<file path="config.mk">
export PLATFORM = sky130hd
export DESIGN_NAME = mc_ctrl_fsm
export DESIGN_NICKNAME = d
export VERILOG_FILES = /design/src/rtl/mc_ctrl_fsm.sv
export SDC_FILE = /design/constraint.sdc
export NUM_CORES = 1
export LEC_CHECK = 0
export BUFFER_PORTS_ARGS = -buffer_cell sky130_fd_sc_hd__buf_4
export CORE_ASPECT_RATIO = 1.2
export CORE_UTILIZATION = 45
export CTS_BUF_LIST = sky130_fd_sc_hd__clkbuf_2 sky130_fd_sc_hd__clkbuf_4 sky130_fd_sc_hd__clkbuf_8
export DETAILED_ROUTE_END_ITERATION = 8
export HOLD_SLACK_MARGIN = 0.05
export PLACE_DENSITY = 0.69
export SYNTH_ARGS = -nofsm -noshare
export SYNTH_HDL_FRONTEND = slang
export SYNTH_SLANG_ARGS = --single-unit
</file>
<file path="constraint.sdc">
create_clock -name clk -period 2.55 [get_ports clk]
set_clock_uncertainty 0.05 [all_clocks]
set_input_delay 0.1275 -clock clk [delete_from_list [all_inputs] [get_ports clk]]
set_output_delay 0.1275 -clock clk [all_outputs]
set_load 0.03 [all_outputs]
</file>
<file path="src/rtl/mc_ctrl_fsm.sv">
// Multicycle MIPS main controller: sequences FETCH/DECODE/execute/writeback one instruction at a time.
// Latency: lw 5, sw 4, R-type 4, beq 3, j 3 (addi 4 with MC_CTRL_ADDI_EN) cycles with mem_ready held high.
// Backpressure: FETCH/MEMRD/MEMWR hold until mem_ready; a stall counter pulses mem_timeout once, no abort.
// Optional feature: define MC_CTRL_ADDI_EN to build the ADDI/ADDIWB states for opcode 001000.
module mc_ctrl_fsm #(
    parameter int FETCH_TIMEOUT = 255
) (
    input  logic       clk,
    input  logic       rst,
    input  logic [5:0] opcode,
    input  logic       zero,
    input  logic       mem_ready,
    output logic [1:0] alu_op,
    output logic       alu_src_a,
    output logic [1:0] alu_src_b,
    output logic [1:0] pc_src,
    output logic       iord,
    output logic       mem_read,
    output logic       mem_write,
    output logic       ir_write,
    output logic       reg_dst,
    output logic       mem_to_reg,
    output logic       reg_write,
    output logic       pc_en,
    output logic       instr_done,
    output logic       illegal_op,
    output logic       mem_timeout
);

    typedef enum logic [3:0] {
        S_FETCH  = 4'd0,
        S_DECODE = 4'd1,
        S_MEMADR = 4'd2,
        S_MEMRD  = 4'd3,
        S_MEMWB  = 4'd4,
        S_MEMWR  = 4'd5,
        S_RTYPE  = 4'd6,
        S_ALUWB  = 4'd7,
        S_BEQ    = 4'd8,
`ifdef MC_CTRL_ADDI_EN
        S_JUMP   = 4'd9,
        S_ADDI   = 4'd10,
        S_ADDIWB = 4'd11
`else
        S_JUMP   = 4'd9
`endif
    } state_t;

    localparam logic [7:0] L_TO    = 8'(FETCH_TIMEOUT);
    localparam logic       L_TO_EN = (FETCH_TIMEOUT != 0);

    state_t     r_state;
    state_t     w_next;
    logic [7:0] r_stall_cnt;
    logic       w_wait;

    logic       w_mem_read, w_mem_write, w_ir_write, w_reg_write;
    logic       w_pc_write, w_branch, w_instr_done, w_illegal;
    logic       w_timeout;

    // State register; reset aborts any instruction straight back to FETCH.
    always_ff @(posedge clk or posedge rst) begin
        if (rst) r_state <= S_FETCH;
        else     r_state <= w_next;
    end

    // A wait cycle is a memory state without mem_ready; anything else clears the count.
    assign w_wait = ((r_state == S_FETCH) || (r_state == S_MEMRD) || (r_state == S_MEMWR)) && !mem_ready;

    // Stall counter saturates at the timeout so the pulse fires only once per stall.
    always_ff @(posedge clk or posedge rst) begin
        if (rst)                     r_stall_cnt <= 8'd0;
        else if (!w_wait)            r_stall_cnt <= 8'd0;
        else if (r_stall_cnt != L_TO) r_stall_cnt <= r_stall_cnt + 8'd1;
    end

    // Pulse on the wait cycle that brings the count up to the timeout.
    assign w_timeout = L_TO_EN && w_wait && (r_stall_cnt != L_TO) && ((r_stall_cnt + 8'd1) == L_TO);

    // Next-state and state-decoded outputs; defaults first, mem_ready/zero only where they matter.
    always_comb begin
        w_next       = r_state;
        alu_op       = 2'b00;
        alu_src_a    = 1'b0;
        alu_src_b    = 2'b00;
        pc_src       = 2'b00;
        iord         = 1'b0;
        reg_dst      = 1'b0;
        mem_to_reg   = 1'b0;
        w_mem_read   = 1'b0;
        w_mem_write  = 1'b0;
        w_ir_write   = 1'b0;
        w_reg_write  = 1'b0;
        w_pc_write   = 1'b0;
        w_branch     = 1'b0;
        w_instr_done = 1'b0;
        w_illegal    = 1'b0;
        case (r_state)
            S_FETCH: begin
                w_mem_read = 1'b1;
                alu_src_b  = 2'b01;
                w_ir_write = mem_ready;
                w_pc_write = mem_ready;
                if (mem_ready) w_next = S_DECODE;
            end
            S_DECODE: begin
                // Branch target is precomputed here while the opcode is decoded.
                alu_src_b = 2'b11;
                case (opcode)
                    6'b100011, 6'b101011: w_next = S_MEMADR;
                    6'b000000:            w_next = S_RTYPE;
                    6'b000100:            w_next = S_BEQ;
                    6'b000010:            w_next = S_JUMP;
`ifdef MC_CTRL_ADDI_EN
                    6'b001000:            w_next = S_ADDI;
`endif
                    default: begin
                        w_next    = S_FETCH;
                        w_illegal = 1'b1;
                    end
                endcase
            end
            S_MEMADR: begin
                alu_src_a = 1'b1;
                alu_src_b = 2'b10;
                w_next    = (opcode == 6'b101011) ? S_MEMWR : S_MEMRD;
            end
            S_MEMRD: begin
                iord       = 1'b1;
                w_mem_read = 1'b1;
                if (mem_ready) w_next = S_MEMWB;
            end
            S_MEMWB: begin
                mem_to_reg   = 1'b1;
                w_reg_write  = 1'b1;
                w_instr_done = 1'b1;
                w_next       = S_FETCH;
            end
            S_MEMWR: begin
                iord         = 1'b1;
                w_mem_write  = 1'b1;
                w_instr_done = mem_ready;
                if (mem_ready) w_next = S_FETCH;
            end
            S_RTYPE: begin
                alu_src_a = 1'b1;
                alu_op    = 2'b10;
                w_next    = S_ALUWB;
            end
            S_ALUWB: begin
                reg_dst      = 1'b1;
                w_reg_write  = 1'b1;
                w_instr_done = 1'b1;
                w_next       = S_FETCH;
            end
            S_BEQ: begin
                alu_src_a    = 1'b1;
                alu_op       = 2'b01;
                pc_src       = 2'b01;
                w_branch     = 1'b1;
                w_instr_done = 1'b1;
                w_next       = S_FETCH;
            end
            S_JUMP: begin
                pc_src       = 2'b10;
                w_pc_write   = 1'b1;
                w_instr_done = 1'b1;
                w_next       = S_FETCH;
            end
`ifdef MC_CTRL_ADDI_EN
            S_ADDI: begin
                alu_src_a = 1'b1;
                alu_src_b = 2'b10;
                w_next    = S_ADDIWB;
            end
            S_ADDIWB: begin
                w_reg_write  = 1'b1;
                w_instr_done = 1'b1;
                w_next       = S_FETCH;
            end
`endif
            default: w_next = S_FETCH;
        endcase
    end

    // Enables and pulses are forced low while reset is held so nothing leaks out mid-abort.
    assign mem_read    = w_mem_read   & ~rst;
    assign mem_write   = w_mem_write  & ~rst;
    assign ir_write    = w_ir_write   & ~rst;
    assign reg_write   = w_reg_write  & ~rst;
    assign pc_en       = (w_pc_write | (w_branch & zero)) & ~rst;
    assign instr_done  = w_instr_done & ~rst;
    assign illegal_op  = w_illegal    & ~rst;
    assign mem_timeout = w_timeout    & ~rst;

endmodule

</file>
==> impl_metrics.csv, run 1 <==
group,metric,value,unit
synth,synth_fa_ha_area_frac,0.02387,
worst_setup_path,critPathKind,"reg2out",
run_status,status,"complete, no violations",
cells_and_area,fillCellCount,215,
grt,grt_pass1_vias,849,
synth,synthArstFlopShare,1.000,
pwr,p_leak,0.5480,nW
timing,layout_min_cycle_time,2.250,ns
timing,worstMarginPinSlew,0.5929,ns
drt,drc_errors,0,
pwr,ir_worst_vdd,0.3359,mV
die,ios,28,
worst_setup_path,endpoint_kind,"output port",
die,die_x,46.07,um
timing,tns,0,ns
worst_setup_path,path_delay_family,"flip-flops",
worst_setup_path,cp_max_fo,21,
clocking,cts_tree,"yes",
synth,netlist_area,1049,um2
synth,synth_xor_xnor_area_share,0.06683,
grt,grt_pass1_wl,3636,um
die,die_area,2528,um2
synth,syn-num-nets,135,
timing,fin_crit_sh,0.8824,
cells_and_area,multi_input_area,663.1,um2
pwr,p_per_area,502.9,nW/um2
synth,yosys.cell_types.count,46,
die,die_h,54.88,um
synth,ys_warn_count,0,
clocking,cts.htree.levels,1,
synth,yosys.area_share.simple,0.3484,
synth,synth_edf_count,0,
drt,routedWlPerCell,12.82,um
worst_setup_path,worstSetupStartpointType,"register",
synth,synth_flop_cell,"dfrtp_1",
cells_and_area,antennaDiodeCount,0,
synth,synth-seq-area-share,0.2864,
placed_design,routabilityCongestion,0.7879,
drt,dr.pass1.iters,4,
timing,relSlewSlack,0.6047,
cells_and_area,area_growth,21.96,%
die,start_util,0.4953,
synth,synth_compound_area_frac,0.1742,
worst_setup_path,cpPeakStageDelay,0.72,ns
drt,drt_iter0_markers,7,
clocking,clockBufferDepth,2,
synth,synthCells,123,
grt,grt_overflow,0,
worst_hold_path,hold_class,"in2reg",
clocking,cts.sinks,12,
synth,synthMuxAreaShare,0.01909,
grt,grt_max_degree,22,
clocking,postCtsResizedCells,0,
synth,syn_area_per_cell,8.524,um2
grt,antenna_found_initial,0,
drt,num_vias,996,
worst_setup_path,crit_chain,"xor2_1 -> o22ai_1 -> nand2_2 -> a2111oi_4 -> buf_4",
die,fp-row-count,18,
clocking,clk_pin_slew,0.07,ns
worst_setup_path,timing.critical_path.slowest_stage_cell,"dfrtp_1",
clocking,hold_buffers,2,
placed_design,dpl.hpwl,1784,um
grt,grt_usage,0.2030,
placed_design,numPortBuffers,27,
timing,finalHoldViolCount,0,
timing,rsz0062_at_grt,"false",
cells_and_area,fin_nets,162,
synth,synth_top_family_by_area,"simple AND/OR/NAND/NOR gates",
clocking,cts_setup_buffers,0,
die,core_area,2117,um2
clocking,worst_skew_pair.late_latency,0.27,ns
clocking,cts_made_buffers,3,
cells_and_area,regArea,300.3,um2
run,cap_violations,0,
worst_setup_path,critPathBufInv,1,
drt,vias_per_cell,5.564,
placed_design,placed_area,1222,um2
worst_setup_path,worst_ep_arrival_time,2.07,ns
clocking,cts-root-buf,"clkbuf_4",
cells_and_area,drive_gt1_frac,0.2819,
drt,drtAntennaViolNets,0,
timing,slew_violations,0,
timing,fmax,444.4,MHz
synth,ys_ff_latch,12,
cells_and_area,final_cell_area,1279,um2
worst_setup_path,required,2.37,ns
timing,setup-violations-final,0,
drt,routed_wl,2294,um
placed cells by master, fill, tap and decap left out, drive strengths merged:
cell type	Yosys	final
buf	5	28
nor2	17	17
dfrtp	12	12
a21oi	8	8
nor3	7	7
nand2	7	7
o21ai	6	6
xnor2	5	5
nand3	4	4
nand2b	4	4
clkbuf	3	4
xor2	3	3
and3	3	3
a31oi	3	3
inv	3	3
nand4	3	3
nor4	3	3
o22ai	2	2
and2	2	2
mux2i	2	2
nor3b	2	2
ha	2	2
dlygate4sd3	0	2
or2	2	2
nor4b	2	2
a211oi	2	2
and4	1	1
nor4bb	1	1
a2bb2oi	1	1
or3	1	1
or4b	1	1
a221oi	1	1
a41oi	1	1
nand3b	1	1
nand4b	1	1
a2111oi	1	1
o21a	1	1
tightest hold or removal path, stage by stage:
cell and delay (ns):
buf_4 0.10, a31oi_1 0.07, nor2_1 0.09
power breakdown:
part           switching [mW]  internal, mW  total (mW)  leakage (nW)
logic                   0.140         0.106       0.247         0.363
clock network          0.0619        0.0867       0.149        0.0210
registers              0.0443         0.203       0.248         0.164
total                   0.247         0.396       0.643         0.548
final timing paths:
check / end / startpoint / slack, ns / cells after the start
max in group asynchronous: r_state[0]$_DFFE_PP0P_ / rst / 1.86 / 4
worst min register to register: r_stall_cnt[7]$_DFFE_PP0P_ / r_stall_cnt[7]$_DFFE_PP0P_ / 0.57 / 2
min in group asynchronous: r_state[2]$_DFFE_PP0P_ / rst / 0.43 / 4
worst max-delay path: mem_timeout / r_state[0]$_DFFE_PP0P_ / 0.30 / 5
worst min-delay path: r_state[0]$_DFFE_PP0P_ / opcode[1] / 0.11 / 3
worst max register to register: r_stall_cnt[1]$_DFFE_PP0P_ / r_stall_cnt[0]$_DFFE_PP0P_ / 0.85 / 5
final cells by class:
class	instances	share of cell area
multi-input cells	100	0.5186
flip-flops and latches	12	0.2348
repair buffers	30	0.1800
well taps	30	0.02935
clock buffers	4	0.02838
inverters	3	0.008806
per-stage QoR:
stage,power (mW),util,instances,worst slack (ns),hold WS [ns]
after floorplan,0.4343,-,123,0.2625,-0.04124
after global placement,0.4921,0.5774,173,0.6452,0.1696
after detailed placement,0.4974,0.5774,173,0.5977,0.1735
after CTS,0.6501,0.6040,179,0.2927,0.1107
after global routing,0.6838,0.6040,179,0.1567,0.1393
final,0.6431,0.6040,179,0.2999,0.1111
cells by family after synthesis:
kind of cell / count (synthesis)
AO/OA/AOI/OAI: 26
XOR/XNOR: 8
adder cells (fa/ha/maj): 2
buffers and inverters: 11
flip-flops: 12
multiplexers: 2
AND/OR/NAND/NOR: 62
layer usage:
metal  global-route usage  part of all wire  up-vias
li1                     -                 -      506
met4              0.07843            0.0057        0
met3              0.03300             0.021        2
met2               0.3803              0.56       12
met1               0.2220              0.41      476
met5                    0                 0        -
registers in the layout (all words and copies together) (netlist names):
| name | cells |
|---|---|
| r_stall_cnt | 8 |
| r_state | 4 |
Yosys cell counts (3+ instances only):
cell       n  area (um2)
nand2_1    5       18.77
inv_1      3       11.26
and3_1     3       18.77
xor2_1     3       26.28
nor3_1     7       35.03
nand3_1    4       20.02
o21ai_0    6       30.03
a31oi_1    3       18.77
a21oi_1    8       40.04
dfrtp_1   12       300.3
xnor2_1    5       43.79
nor2_1    16       60.06
nand2b_1   4       25.02
No activity file was read; power rests on OpenSTA's default activity.
==> run 2, diff against run 1 <==
--- a/config.mk
+++ b/config.mk
@@ -7,11 +7,11 @@
 export LEC_CHECK = 0
 export BUFFER_PORTS_ARGS = -buffer_cell sky130_fd_sc_hd__buf_4
 export CORE_ASPECT_RATIO = 1.2
-export CORE_UTILIZATION = 45
+export CORE_UTILIZATION = 47
 export CTS_BUF_LIST = sky130_fd_sc_hd__clkbuf_2 sky130_fd_sc_hd__clkbuf_4 sky130_fd_sc_hd__clkbuf_8
 export DETAILED_ROUTE_END_ITERATION = 8
 export HOLD_SLACK_MARGIN = 0.05
-export PLACE_DENSITY = 0.69
+export PLACE_DENSITY = 0.72
 export SYNTH_ARGS = -nofsm -noshare
 export SYNTH_HDL_FRONTEND = slang
 export SYNTH_SLANG_ARGS = --single-unit
==> run 2 against run 1 <==
Compared with the run above: critical path type unchanged; sequential share of layout area unchanged; global-route usage up 0.40 points; cell count unchanged; via count down 1.3%; worst hold slack better by 0.013 ns; largest power group unchanged; critical path depth unchanged; register-to-register slack worse by 0.04 ns; fmax down 1.6%; die area down 4.1%; wire length down 3.1%.
==> impl_metrics.csv, run 2 (synthesis results as in run 1) <==
group,metric,value,unit
run_status,status,"complete, no violations",
timing,finalHoldViolCount,0,
cells_and_area,largest_reg_flops,8,
timing,hold_ws,0.1240,ns
clocking,cts.htree.levels,1,
timing,fin_crit_sh,0.8968,
placed_design,routabilityCongestion,0.7916,
cells_and_area,multi_input_area,663.1,um2
cells_and_area,fillCellCount,188,
pwr,ir_worst_vdd,0.2912,mV
clocking,clockBufferDepth,2,
run,cap_violations,0,
grt,grt_usage,0.2070,
drt,drt_iter0_markers,11,
cells_and_area,antennaDiodeCount,0,
cells_and_area,regMostFlops,"r_stall_cnt",
grt,grt_max_degree,22,
pwr,p_per_area,500.4,nW/um2
cells_and_area,mostFrequentLayoutCells,"buf_4, nor2_1, dfrtp_1",
worst_hold_path,hold_class,"in2reg",
grt,grt_overflow,0,
cells_and_area,drive_gt1_frac,0.2819,
die,die_area,2424,um2
drt,vias_per_cell,5.492,
worst_hold_path,min_path_cells,3,
cells_and_area,final_common_cell,"buf_4",
placed_design,numPortBuffers,27,
cells_and_area,utilization,0.6172,
worst_hold_path,worst_hold_path.endpoint,"r_state[3]$_DFFE_PP0P_",
drt,routed_wl,2223,um
worst_setup_path,reg2regPathDepth,4,
drt,drtAntennaViolNets,0,
clocking,cts-root-buf,"clkbuf_4",
clocking,clk_pin_slew,0.07,ns
timing,setup-violations-final,0,
timing,slew_violations,0,
die,fp-row-count,18,
cells_and_area,area_growth,21.96,%
die,die_x,45.12,um
grt,antenna_found_initial,0,
drt,routedWlPerCell,12.42,um
worst_setup_path,critPathKind,"reg2out",
clocking,postCtsResizedCells,0,
grt,grt_use_met3,0.02349,
placed_design,pre_cts_ws,0.5650,ns
die,ios,28,
worst_setup_path,r2r-start,"r_state[0]$_DFFE_PP0P_",
drt,drc_errors,0,
clocking,worst_skew_pair.late_latency,0.26,ns
pwr,p_leak,0.5480,nW
timing,rsz0062_at_grt,"false",
worst_setup_path,r2r_slack,0.81,ns
timing,setup_slack,0.2632,ns
clocking,cts_made_buffers,3,
grt,grt_use_met2,0.3841,
timing,tns,0,ns
die,core_area,2072,um2
worst_setup_path,required,2.37,ns
timing,relSlewSlack,0.5925,
placed_design,placed_area,1222,um2
die,start_util,0.5060,
grt,grt_busiest_layer,"met2",
worst_hold_path,holdCritStartpoint,"opcode[2]",
grt,grt_pass1_wl,3615,um
worst_setup_path,cp_max_fo,21,
cells_and_area,final_cell_area,1279,um2
worst_setup_path,worstSetupStartpointType,"register",
worst_setup_path,worst_ep_arrival_time,2.11,ns
cells_and_area,regArea,300.3,um2
grt,grt_pass1_vias,861,
die,die_h,53.74,um
timing,worstMarginPinSlew,0.6112,ns
grt,grt_util_met1,0.2333,
placed_design,dpl.hpwl,1690,um
clocking,cts.sinks,12,
timing,layout_min_cycle_time,2.287,ns
cells_and_area,top_regs,"r_stall_cnt x8, r_state x4",
worst_setup_path,endpoint_kind,"output port",
worst_setup_path,timing.rr.end,"r_state[0]$_DFFE_PP0P_",
drt,dr.pass1.iters,4,
timing,fmax,437.3,MHz
cells_and_area,fin_nets,162,
drt,num_vias,983,
clocking,cts_tree,"yes",
-- run 2: cell type report --
type | count | share of cell area
well taps | 30 | 0.02935
repair buffers | 30 | 0.1800
clock buffers | 4 | 0.02838
flip-flops and latches | 12 | 0.2348
multi-input cells | 100 | 0.5186
inverters | 3 | 0.008806
-- run 2: routing by layer --
metal,routed length [um],share of wire
met1,899,0.40
met2,1261,0.57
met3,34,0.015
met4,29,0.013
met5,0,0
-- run 2: worst max-delay path by stage --
stage | start | endpoint | cells past startpoint
final | r_state[0]$_DFFE_PP0P_ | mem_timeout | 5
after global placement | r_state[0]$_DFFE_PP0P_ | mem_timeout | 5
after floorplan | r_state[1]$_DFFE_PP0P_ | reg_write | 3
after detailed placement | r_state[0]$_DFFE_PP0P_ | mem_timeout | 5
after CTS | r_state[0]$_DFFE_PP0P_ | mem_timeout | 5
after global routing | r_state[0]$_DFFE_PP0P_ | mem_timeout | 5
-- run 2: critical path: stages (launching register included) --
cell and delay (ns):
dfrtp_1 0.73, xor2_1 0.18, o22ai_1 0.19, nand2_2 0.18, a2111oi_4 0.34, buf_4 0.21
-- run 2: through the flow --
step / std cells / total power, mW
after floorplan: 123 / 0.4343
after global placement: 173 / 0.4923
after detailed placement: 173 / 0.4972
after CTS: 179 / 0.6480
after global routing: 179 / 0.6844
final: 179 / 0.6398
-- run 2: timing repair --
| action | CTS | global route |
|---|---|---|
| setup buffers | 0 | 0 |
| hold buffers | 2 | 0 |
| endpoints found under the hold margin | 13 | 0 |
-- run 2: power breakdown --
group / switching (mW) / total (mW) / internal [mW]
Sequential: 0.0454 / 0.249 / 0.203
Combinational: 0.140 / 0.247 / 0.106
Clock: 0.0578 / 0.144 / 0.0866
